--- src/rtl/opb_reg_bank_pkg.sv ---
// Shared offsets, bit positions and word type for the OPB snapshot register bank.
// Bit indices are little-endian positions within a 32-bit word (OPB bit 31 == index 0).
package opb_reg_bank_pkg;

   localparam int SEQ_W = 16;

   typedef logic [31:0] word_t;

   localparam word_t OFS_CTRL   = 32'h0000_0000;
   localparam word_t OFS_STATUS = 32'h0000_0004;
   localparam word_t OFS_CH0    = 32'h0000_0010;

   localparam int SNAP_BIT  = 0;
   localparam int VALID_BIT = 0;
   localparam int ARMED_BIT = 1;

   // seq lives in the upper half (OPB bits 0..15).
   function automatic word_t status_word(input logic [SEQ_W-1:0] seq,
                                         input logic armed,
                                         input logic valid);
      word_t w;
      w = '0;
      w[31:32-SEQ_W] = seq;
      w[ARMED_BIT]   = armed;
      w[VALID_BIT]   = valid;
      return w;
   endfunction

endpackage

--- src/rtl/opb_slave_ack.sv ---
// OPB slave front end: window decode, single-cycle registered ack and read data
// that is forced to zero whenever no ack is being driven.
module opb_slave_ack
   import opb_reg_bank_pkg::*;
#(
   parameter logic [31:0] C_BASEADDR = 32'h0100_0600,
   parameter logic [31:0] C_HIGHADDR = 32'h0100_06FF
) (
   input  logic        clk,
   input  logic        rst,
   input  logic [31:0] abus,
   input  logic        select,
   input  logic [31:0] rd_data,
   output logic        hit,
   output logic        xfer_ack,
   output logic [31:0] dbus
);

   // Handshake: a hit is select inside the window while no ack is out; the ack
   // follows one cycle later for exactly one cycle, so back-to-back transfers
   // complete at most every other cycle. There is no retry or error response.
   logic        ack_q;
   logic [31:0] rd_q;

   assign hit      = select && (abus >= C_BASEADDR) && (abus <= C_HIGHADDR) && !ack_q;
   assign xfer_ack = ack_q;
   assign dbus     = ack_q ? rd_q : 32'h0;

   always_ff @(posedge clk) begin
      if (rst) begin
         ack_q <= 1'b0;
         rd_q  <= '0;
      end else begin
         ack_q <= hit;
         if (hit) rd_q <= rd_data;
      end
   end

endmodule

--- src/rtl/opb_register_bank_simulink2ppc.sv ---
// Multi-channel snapshot register bank on OPB with CTRL/STATUS words and a sequence counter.
// Define OPB_REG_BANK_ARM_EN to make a CTRL write arm the capture, which then waits for user_valid.
module opb_register_bank_simulink2ppc
   import opb_reg_bank_pkg::*;
#(
   parameter logic [31:0] C_BASEADDR   = 32'h0100_0600,
   parameter logic [31:0] C_HIGHADDR   = 32'h0100_06FF,
   parameter int          C_OPB_AWIDTH = 32,
   parameter int          C_OPB_DWIDTH = 32,
   parameter int          C_NUM_CH     = 4,
   parameter              C_FAMILY     = "virtex5"
) (
   input  logic                    OPB_Clk,
   input  logic                    OPB_Rst,
   input  logic [0:31]             OPB_ABus,
   input  logic [0:3]              OPB_BE,
   input  logic [0:31]             OPB_DBus,
   input  logic                    OPB_RNW,
   input  logic                    OPB_select,
   input  logic                    OPB_seqAddr,
   output logic [0:31]             Sl_DBus,
   output logic                    Sl_xferAck,
   output logic                    Sl_errAck,
   output logic                    Sl_retry,
   output logic                    Sl_toutSup,
   input  logic [32*C_NUM_CH-1:0]  user_data_in,
   input  logic                    user_valid,
   output logic                    snap_pulse
);

   logic [31:0]      abus_w;
   logic [31:0]      dbus_w;
   logic [31:0]      ofs;
   logic [31:0]      ofs_al;
   logic [31:0]      rd_data;
   logic [31:0]      sl_dbus_w;
   logic             hit;
   logic             wr_ctrl_hit;
   logic             wr_ctrl_q;
   logic             capture;
   logic             armed_q;
   logic             valid_q;
   logic [SEQ_W-1:0] seq_q;
   logic [31:0]      bank_q [C_NUM_CH];

   assign abus_w = OPB_ABus;
   assign dbus_w = OPB_DBus;
   assign ofs    = abus_w - C_BASEADDR;
   assign ofs_al = {ofs[31:2], 2'b00};

   assign Sl_errAck  = 1'b0;
   assign Sl_retry   = 1'b0;
   assign Sl_toutSup = 1'b0;
   assign Sl_DBus    = sl_dbus_w;
   assign snap_pulse = capture;

   opb_slave_ack #(
      .C_BASEADDR (C_BASEADDR),
      .C_HIGHADDR (C_HIGHADDR)
   ) u_ack (
      .clk      (OPB_Clk),
      .rst      (OPB_Rst),
      .abus     (abus_w),
      .select   (OPB_select),
      .rd_data  (rd_data),
      .hit      (hit),
      .xfer_ack (Sl_xferAck),
      .dbus     (sl_dbus_w)
   );

   always_comb begin
      rd_data = '0;
      if (OPB_RNW) begin
         if (ofs_al == OFS_STATUS) rd_data = status_word(seq_q, armed_q, valid_q);
         for (int i = 0; i < C_NUM_CH; i++) begin
            if (ofs_al == OFS_CH0 + 32'(4 * i)) rd_data = bank_q[i];
         end
      end
   end

   assign wr_ctrl_hit = hit && !OPB_RNW && (ofs_al == OFS_CTRL) && OPB_BE[3] && dbus_w[SNAP_BIT];

   // wr_ctrl_q is high exactly in the ack cycle of a snapshot request.
   always_ff @(posedge OPB_Clk) begin
      if (OPB_Rst) wr_ctrl_q <= 1'b0;
      else         wr_ctrl_q <= wr_ctrl_hit;
   end

`ifdef OPB_REG_BANK_ARM_EN
   // Arming only takes effect after the write's ack cycle, so capture cannot coincide with it.
   always_ff @(posedge OPB_Clk) begin
      if (OPB_Rst)        armed_q <= 1'b0;
      else if (wr_ctrl_q) armed_q <= 1'b1;
      else if (capture)   armed_q <= 1'b0;
   end
   assign capture = armed_q && user_valid;
`else
   logic snap_req_q;
   always_ff @(posedge OPB_Clk) begin
      if (OPB_Rst) snap_req_q <= 1'b0;
      else         snap_req_q <= wr_ctrl_q;
   end
   assign armed_q = 1'b0;
   assign capture = snap_req_q;
`endif

   always_ff @(posedge OPB_Clk) begin
      if (OPB_Rst) begin
         seq_q   <= '0;
         valid_q <= 1'b0;
         for (int i = 0; i < C_NUM_CH; i++) bank_q[i] <= '0;
      end else begin
         seq_q   <= seq_q + SEQ_W'(capture);
         valid_q <= valid_q | capture;
         if (capture) begin
            for (int i = 0; i < C_NUM_CH; i++) bank_q[i] <= user_data_in[32*i +: 32];
         end
      end
   end

   logic unused_ok;
   assign unused_ok = ^{OPB_seqAddr, user_valid, OPB_BE[0:2], dbus_w[31:1], ofs[1:0],
                        C_OPB_AWIDTH[0], C_OPB_DWIDTH[0], C_FAMILY[0]};

endmodule

--- config.mk ---
export PLATFORM = sky130hd
export DESIGN_NAME = opb_register_bank_simulink2ppc
export DESIGN_NICKNAME = d
export VERILOG_FILES = /design/src/rtl/opb_reg_bank_pkg.sv /design/src/rtl/opb_slave_ack.sv /design/src/rtl/opb_register_bank_simulink2ppc.sv
export SDC_FILE = /design/constraint.sdc
export NUM_CORES = 1
export LEC_CHECK = 0
export ABC_AREA = 1
export CAP_MARGIN = 20
export CORE_MARGIN = 2
export CORE_UTILIZATION = 30
export CTS_CLUSTER_DIAMETER = 40
export DETAILED_ROUTE_END_ITERATION = 16
export GPL_TIMING_DRIVEN = 0
export PLACE_DENSITY = 0.6
export SYNTH_ARGS = -nofsm -noshare
export SYNTH_HDL_FRONTEND = slang
export SYNTH_SLANG_ARGS = --single-unit
--- constraint.sdc ---
create_clock -name OPB_Clk -period 3.6 [get_ports OPB_Clk]
set_input_delay 0.72 -clock OPB_Clk [delete_from_list [all_inputs] [get_ports OPB_Clk]]
set_output_delay 0.72 -clock OPB_Clk [all_outputs]
set_load 0.005 [all_outputs]
Word level (Yosys, flattened, before mapping)
Memory sizes are Yosys's and may differ from the RTL's.
Cells that the tools add are included.
{"block": "totals", "reg_bits": 52, "ram_bits": 128, "in_bits": 202, "out_inout_bits": 37, "word_cells": 47, "mem_count": 1}
{"memory": "bank_q", "depth": 4, "width": 32, "read_ports": 4, "rd_clocked_by_memory_dff": 0, "write_ports": 4, "line_no": "opb_register_bank_simulink2ppc.sv:44", "source": "logic [31:0] bank_q [C_NUM_CH];"}
{"block": "op_classes", "addsub": 2, "n_lt_le_gt_ge": 2, "n_eq_ne": 5, "mux": 16, "bitwise_logic": 5, "n_reduce_logical": 10}
{"operator": "32-bit 2-to-1 mux", "n": 11}
{"operator": "30-bit by 3-bit equality test with 1-bit output, second input constant", "n": 4}
{"operator": "32-bit by 25-bit >= comparator with 1-bit output, second input constant", "n": 1}
{"operator": "32-bit by 25-bit <= comparator with 1-bit output, second input constant", "n": 1}
{"operator": "32-bit zero test", "n": 1}
{"operator": "32-bit by 25-bit subtractor with 32-bit output, second input constant", "n": 1}
{"operator": "30-bit by 1-bit equality test with 1-bit output, second input constant", "n": 1}
{"operator": "16-bit by 1-bit adder with 16-bit output", "n": 1}
{"operator": "1-bit logical AND", "n": 7}
{"operator": "1-bit 2-to-1 mux", "n": 5}
{"operator": "1-bit bitwise OR", "n": 5}
{"operator": "1-bit zero test", "n": 2}

Depth between registers and ports, before layout
Gate-level depths: netlist (run 1).
{"block": "depth", "word_depth": 8, "depth_mapped": 20, "depth_no_buf": 19}

Hierarchy
Synthesis (run 1) repeated with hierarchy kept, for this count alone.
{"block": "hier_totals", "cells_unflattened": 1333, "hier_area_um2": 9967.1}
{"module": "opb_register_bank_simulink2ppc", "instances": 1, "cells_per_inst": 1010, "area_per_inst_um2": 8044.0, "seq_area_each_um2": 4224.1}
{"module": "opb_slave_ack", "instances": 1, "cells_per_inst": 323, "area_per_inst_um2": 1923.1, "seq_area_each_um2": 660.6}

Worst setup path before layout (run 1)
Ideal clock, no wire load.
{"block": "synth_path", "path_kind": "in2reg", "from": "input OPB_Rst", "to": "memory bank_q[0][0], enable pin", "setup_time_ns": 0.433, "arrival_time_ns": 2.527, "required_ns": 3.167, "path_slack_ns": 0.640, "stages": 2, "path_buffers": 1, "cell_sequence": "clkbuf_1 > or2_2"}
{"element": "start: declaration", "line_no": "opb_register_bank_simulink2ppc.sv:14", "source": "input logic OPB_Rst,"}
{"element": "end: declaration", "line_no": "opb_register_bank_simulink2ppc.sv:44"}

Worst setup path after layout (run 1)
{"block": "layout_path", "from": "input OPB_ABus[22] (netlist bit)", "to": "register u_ack.rd_q[28]"}
{"block": "layout_between", "elab_chain_cells": 8, "word_cells_on_any_way": 17, "cone_classes": "add/sub: 1; order compare: 2; eq/ne: 5; mux: 6; reduce/logical: 3"}
{"element": "start: declaration", "line_no": "opb_register_bank_simulink2ppc.sv:15", "source": "input logic [0:31] OPB_ABus,"}
{"element": "32-bit by 25-bit subtractor with 32-bit output", "line_no": "opb_register_bank_simulink2ppc.sv:48", "source": "assign ofs = abus_w - C_BASEADDR;"}
{"element": "30-bit by 1-bit equality test with 1-bit output", "line_no": "opb_register_bank_simulink2ppc.sv:74", "source": "if (ofs_al == OFS_STATUS) rd_data = status_word(seq_q, armed_q, valid_q);"}
{"element": "32-bit 2-to-1 mux", "line_no": "opb_register_bank_simulink2ppc.sv:74"}
{"element": "32-bit 2-to-1 mux (4 in a row)", "line_no": "opb_register_bank_simulink2ppc.sv:76", "source": "if (ofs_al == OFS_CH0 + 32'(4 * i)) rd_data = bank_q[i];"}
{"element": "32-bit 2-to-1 mux", "line_no": "opb_register_bank_simulink2ppc.sv:73", "source": "if (OPB_RNW) begin"}
{"element": "end signal: assignment", "line_no": "opb_slave_ack.sv:35", "source": "if (hit) rd_q <= rd_data;"}
{"element": "end: declaration", "line_no": "opb_slave_ack.sv:23", "source": "logic [31:0] rd_q;"}
Several ways; a longest one is shown, not always the timed one.
A chain may end at the register's enable or synchronous reset.

==> results of run 1 <==
[report_power, final]
group | switching (µW) | internal, µW
registers | 20.3 | 2270
logic | 195 | 203
clock network | 828 | 1050
total | 1040 | 3520
[what timing repair did]
item,CTS,global route
buffers inserted,0,3
endpoints found under the setup margin,0,21
resized for setup,0,2
[cell families after synthesis]
family                   Yosys count
AND/OR/NAND/NOR                  645
buffers and inverters            358
flip-flops                       180
XOR/XNOR                           4
AO/OA/AOI/OAI                     97
adder cells (fa/ha/maj)            3
other                              1
[registers in the layout, summed over array words and instances (netlist names)]
register and count:
bank_q 128, u_ack.rd_q 32, seq_q 16, snap_pulse 1, u_ack.xfer_ack 1, valid_q 1, wr_ctrl_q 1
[placed cells by master (no fill, tap or decap), drive strengths merged, types with 14 or more instances in the layout]
cell / instances
nand2: 306
inv: 302
nor2: 201
clkdlybuf4s50: 196
edfxtp: 128
nand3: 92
clkbuf: 53
dfxtp: 52
a21oi: 43
buf: 33
o2111ai: 31
nand4: 19
nor3: 15
o21ai: 14
[routing by layer]
metal | global-route usage [%] | vias to the layer above | routed length (µm)
met5 | 0 | - | 8
met1 | 23.4 | 4024 | 13800
met2 | 28.1 | 280 | 14000
met4 | 5.43 | 2 | 707
li1 | - | 4438 | -
met3 | 2.97 | 35 | 1670
[worst min path at each step]
stage                             to  slack [ns]  depth (start not counted)
after floorplan           snap_pulse        0.39                          2
after global placement    snap_pulse        0.40                          2
after detailed placement  snap_pulse        0.40                          2
after CTS                 snap_pulse        0.42                          2
after global routing      snap_pulse        0.46                          2
final                     snap_pulse        0.42                          2
[stage by stage]
step	utilization, %	hold slack, ns	area, µm²	std cells
after detailed placement	38.5	0.404	12600	1930
final	40.4	0.423	13200	1965
after CTS	40.3	0.421	13200	1962
after floorplan	-	0.388	10000	1290
after global routing	40.4	0.455	13200	1965
after global placement	38.3	0.405	12500	1928
[critical path: cells and delay by family]
kind,cells,cell delay (ns)
compound gates,1,0.12
fa+ha+maj,1,0.29
buf+inv,4,0.94
simple gates,16,1.59
[area by class of cell]
cell class | instances | area (µm²) | share of cell area, %
buffer | 60 | 362 | 2.74
clock buffer | 21 | 482 | 3.65
clock inverter | 11 | 114 | 0.862
inverter | 298 | 1120 | 8.48
multi-input combinational | 752 | 3660 | 27.7
sequential | 180 | 4880 | 37.0
tap | 442 | 553 | 4.19
timing repair buffer | 201 | 2030 | 15.4
==> run summary, run 1 <==
Max IR drop VDD: 0.233 mV
Synth Area in Compound Gates: 7.01%
Synth Register Bits: 180
Vias in the first global route: 8516
HP Start: wr_ctrl_q
CP max stage cell: clkdlybuf4s50_1
Largest family of logic cells by synthesized area: simple AND/OR/NAND/NOR gates
Largest net degree at the start of global routing: 60
Register area share after synthesis: 48.8%
HP Class: reg -> reg
Final ANT Viol Nets: 0
RSZ-0062 raised after global routing: no
CTS max path bufs: 2
H-tree lvl count: 4
Post-Synth Adder-Cell Area: 0.375%
Drt total wl: 30200 µm
Yosys Warn Count: 0
Slew HR: 52.5%
Min Tclk post-route: 3.34 ns
Final setup violating endpoints: 0
Reg2reg setup slack: 0.92 ns
Skew-Pair Late Insertion Delay: 0.43 ns
Critical path, cell by cell: clkdlybuf4s50_1 -> ha_1 -> nor2_4 -> nand2_2 -> nor2_2 -> nand2_1 -> nand2_2 -> nand2_1 -> nand2_1 -> nand2_1 -> nor2_1 -> nand3_1 -> nor2_4 -> buf_4 -> buf_6 -> buf_6 -> nand3_1 -> nand2_1 -> nor2_1 -> nand2_1 -> nand2_1 -> a21oi_1
Setup TNS Final: 0 ns
Synth Area in XOR/XNOR: 0.350%
Final worst setup slack: 0.255 ns
Period utilization: 92.9%
Synth Instances: 1288
I/O pin count: 239
CORE AREA: 32700 µm²
Crit path max fanout: 10
# fillers: 3382
1st-iter DRT viols: 653
Clock transition at the registers of the reported paths: 0.07 ns
Vias: 8779
Synth top area share: 38.4%
Yosys cell types: 43
Layout cells sized above 1: 9.32%
Crit Reg-Reg Endpoint: u_ack.rd_q[1]
Drt drc: 0
Mux contribution to synthesized area: 0%
Mean Syn Cell Area: 7.77 µm²
Setup Skew: 0.0106 ns
Number of antenna diodes: 0
Final Max Tran Viols: 0
Synth Area in Simple Gates: 28.6%
Asr flop ratio synth: 0%
Dominant cell by count in the synthesized netlist: inv_1
Netlist area before placement: 10000 µm²
HPWL Detailed: 24100 µm
Synth Flop Type: edfxtp_1
Drt pass-1 iters: 5
Global-route wire length before repair: 46800 µm
Fmax: 299 MHz
Root buf cell: clkbuf_16
Cell accounting for the most synthesized area: edfxtp_1
Slew @ Worst Pin: 0.712 ns
Max-cap check violation count: 0
CP endpoint kind: register
Total die area: 34800 µm²
Wire per inst: 15.4 µm
Largest cells by area after synthesis: edfxtp_1, inv_1, nand2_1, dfxtp_1, nor2_1
Final Hold Fails: 0
CP startpoint kind: input pin
Critical Path RT: 3.95 ns
Hold_buf cts: 0
GRT Util Overall: 17.3%
Crit path capture: u_ack.rd_q[28]
Vert. Die Dim: 187 µm
Crit path top cell by count: nand2_1
Status: finished, final reports clean
CP max stage delay: 0.50 ns
Placer Congestion: 0.884
Dpl ws: -0.195 ns
CTS Buf Count: 17
Die width: 187 µm
Critical path class: in -> reg
Gr ovfl total: 0
Post-synth EDFFs: 128
Synth cell count leaders: inv_1, nand2_1, nor2_1
Row count: 66
Pwr dens: 345 nW/µm²
Lkg Pwr: 0.00602 µW
CP arrival: 3.70 ns
Vias per cell: 4.47
RR Startpoint: u_ack.xfer_ack
Nets: 1715
Number of port buffers: 196
Clock sinks: 180
CTS tree: yes
Initial core utilization: 30.6%
Synthesis-to-layout area growth: 32.0%
Final Power: 4560 µW
Initial antenna violation count: 1
CP startpoint: OPB_ABus[22]
FF-to-FF path depth: 11
(Power assumes the default switching activity.)
==> run 2, diff against run 1 <==
--- a/config.mk
+++ b/config.mk
@@ -6,7 +6,7 @@
 export NUM_CORES = 1
 export LEC_CHECK = 0
 export ABC_AREA = 1
-export CAP_MARGIN = 20
+export CORE_ASPECT_RATIO = 2
 export CORE_MARGIN = 2
 export CORE_UTILIZATION = 30
 export CTS_CLUSTER_DIAMETER = 40
==> run 2 against run 1 <==
  * Worst hold slack got worse by 0.0080 ns
  * Core utilization shrank 0.42 points
  * Count of clock-buffer cells in the layout down 3
  * Wire length grew 4.7%
  * Flip-flop and latch count stayed put
  * First-iteration DRC count is 36% lower
  * Via count rose by 0.54%
  * Critical endpoint is now Sl_DBus[22]
==> run summary, run 2 (synthesis results as in run 1) <==
Status: finished, final reports clean
Crit path max fanout: 10 (unchanged)
CTS tree: yes
RSZ-0062 raised after global routing: no
Sw Ratio: 23.0% (+0.10 points)
Global-route wire length before repair: 47800 µm (+2.0%)
Number of antenna diodes: 0 (unchanged)
Initial antenna violation count: 0 (-1)
Final worst setup slack: 0.246 ns (-0.00884 ns)
I/O pin count: 239 (unchanged)
CP endpoint kind: output pin
Vias in the first global route: 8920 (+4.7%)
Max-cap check violation count: 0 (unchanged)
H-tree lvl count: 4 (unchanged)
Placer Congestion: 0.863 (-2.4%)
Internal power: 3570 µW (+1.5%)
Final Hold Fails: 0 (unchanged)
Root buf cell: clkbuf_16
Reg2reg setup slack: 0.83 ns (-0.09 ns)
Lkg Pwr: 0.00599 µW (-0.53%)
Wire per inst: 16.2 µm (+5.5%)
Crit path capture: Sl_DBus[22]
Final setup violating endpoints: 0 (unchanged)
Vias per cell: 4.52 (+1.3%)
Clk network pwr share: 42.0% (+0.9 points)
CP max stage cell: clkbuf_1
Final ANT Viol Nets: 0 (unchanged)
Initial core utilization: 30.4% (-0.21 points)
Critical Path RT: 2.88 ns (-1.07 ns)
CORE AREA: 32900 µm² (+0.70%)
Power share of the combinational group: 8.7% (about the same)
Slew HR: 38.9% (-14 points)
FF-to-FF path depth: 11 (unchanged)
Hold_buf cts: 0 (unchanged)
P_sw: 1060 µW (+2.1%)
Total die area: 34900 µm² (+0.25%)
Crit path top cell by count: clkbuf_1
Slew @ Worst Pin: 0.917 ns (+0.205 ns)
Drt drc: 0 (unchanged)
Regs by FF count: bank_q x128, u_ack.rd_q x32, seq_q x16
Largest net degree at the start of global routing: 66 (+10%)
CP arrival: 2.63 ns (-1.07 ns)
Critical path, cell by cell: clkbuf_1 -> clkbuf_1 -> nand2_1 -> inv_1 -> clkdlybuf4s50_1
Setup Buffers After CTS: 0 (unchanged)
HPWL Detailed: 25400 µm (+5.5%)
Most frequent cells in the layout: inv_1, nand2_1, clkdlybuf4s50_1, nor2_1, edfxtp_1
Period utilization: 93.2% (+0.25 points)
RR Startpoint: u_ack.xfer_ack
Synthesis-to-layout area growth: 31.5%
CTS max path bufs: 2 (unchanged)
Vias: 8826 (+0.54%)
Row count: 94 (+42%)
Die width: 133 µm (-29%)
Commonest non-fill, non-tap cell in the layout: inv_1
Worst Hold Margin: 0.415 ns (-0.00804 ns)
1st-iter DRT viols: 417 (-36%)
Gr ovfl total: 0 (unchanged)
Pwr dens: 352 nW/µm² (+2.0%)
Setup Skew: 0.0135 ns (+0.00295 ns)
Number of port buffers: 196 (unchanged)
Final Max Tran Viols: 0 (unchanged)
Clock transition at the registers of the reported paths: 0.07 ns (about the same)
Clock sinks: 180 (unchanged)
Skew-Pair Late Insertion Delay: 0.45 ns (+0.02 ns)
# fillers: 3441 (+1.7%)
Drt total wl: 31600 µm (+4.7%)
Biggest register: bank_q
Resized Gates After CTS: 0 (unchanged)
Dpl ws: -0.309 ns (-0.113 ns)
Critical path class: reg -> out
Nets: 1711 (-0.23%)
Max IR drop VDD: 0.316 mV (+36%)
CP startpoint: u_ack.xfer_ack
Drt pass-1 iters: 6 (+1)
Layout cells sized above 1: 9.08% (-0.24 points)
CP max stage delay: 0.64 ns (+0.14 ns)
Worst path bufs/invs: 4 (unchanged)
Delay-heaviest family, CP: buffers and inverters
Min Tclk post-route: 3.35 ns (+0.00884 ns)
CTS Buf Count: 17 (unchanged)
Vert. Die Dim: 262 µm (+41%)
Crit Reg-Reg Endpoint: u_ack.rd_q[1]
Fmax: 298 MHz (-0.26%)
HP Class: reg -> reg
Seq pwr share: 49.4% (-0.7 points)
CP startpoint kind: register
Max reg flops: 128 (unchanged)
GRT Util Overall: 18.1% (+0.82 points)
Levels on crit path: 5 (-77%)
[run 2: cell count changes in the layout (fill, tap and decap cells not counted), moves of 2 or more]
| cell | change |
|---|---|
| buf_4 | -3 |
| bufinv_16 | +2 |
| clkbuf_8 | -2 |
| clkinvlp_4 | +2 |
[run 2: worst min-delay path, cell delays in order, from the launching register on]
cell,delay (ns)
dfxtp_1,0.30
inv_1,0.04
nor2_1,0.03
[run 2: per-stage QoR]
stage	total power [µW]	cell area, µm²	utilization [%]	instances	setup TNS, ns
after floorplan	2470	10000	-	1290	0
after global placement	2730	12500	38.0	1918	-14.36
after detailed placement	2730	12500	38.1	1919	-6.89
after CTS	4660	13200	39.9	1951	0
after global routing	4780	13200	40.0	1951	0
final	4630	13200	40.0	1951	0
[run 2: worst min path at each step]
| stage | start | to | slack [ns] | depth (start not counted) |
|---|---|---|---|---|
| after floorplan | wr_ctrl_q | snap_pulse | 0.39 | 2 |
| after global placement | wr_ctrl_q | snap_pulse | 0.40 | 2 |
| after detailed placement | wr_ctrl_q | snap_pulse | 0.41 | 2 |
| after CTS | wr_ctrl_q | snap_pulse | 0.42 | 2 |
| after global routing | wr_ctrl_q | snap_pulse | 0.44 | 2 |
| final | wr_ctrl_q | snap_pulse | 0.42 | 2 |
[run 2: final cells by class]
cell class              instances  area (µm²)  area share [%]
plain buffers                  60         362            2.75
clock buffers                  18         429            3.26
clock inverters                14         176            1.34
inverters                     298        1120            8.51
multi-input cells             752        3660            27.8
flip-flops and latches        180        4880            37.1
well taps                     432         541            4.11
repair buffers                197        1990            15.1
[run 2: power groups by stage]
stage          clock (µW)  combinational [µW]  sequential [µW]
2_1_floorplan           0                 144             2330
3_5_place_dp            0                 401             2330
6_report             1950                 401             2290
5_1_grt              2050                 435             2290
3_3_place_gp            0                 394             2340
4_1_cts              1970                 403             2290
[run 2: per-layer routing]
layer	track usage (%)	share of wire, %	wire (µm)
met5	0	0	0
met1	18.0	35	11100
met3	2.43	4.6	1450
met4	10.4	5.1	1620
met2	35.1	55	17400
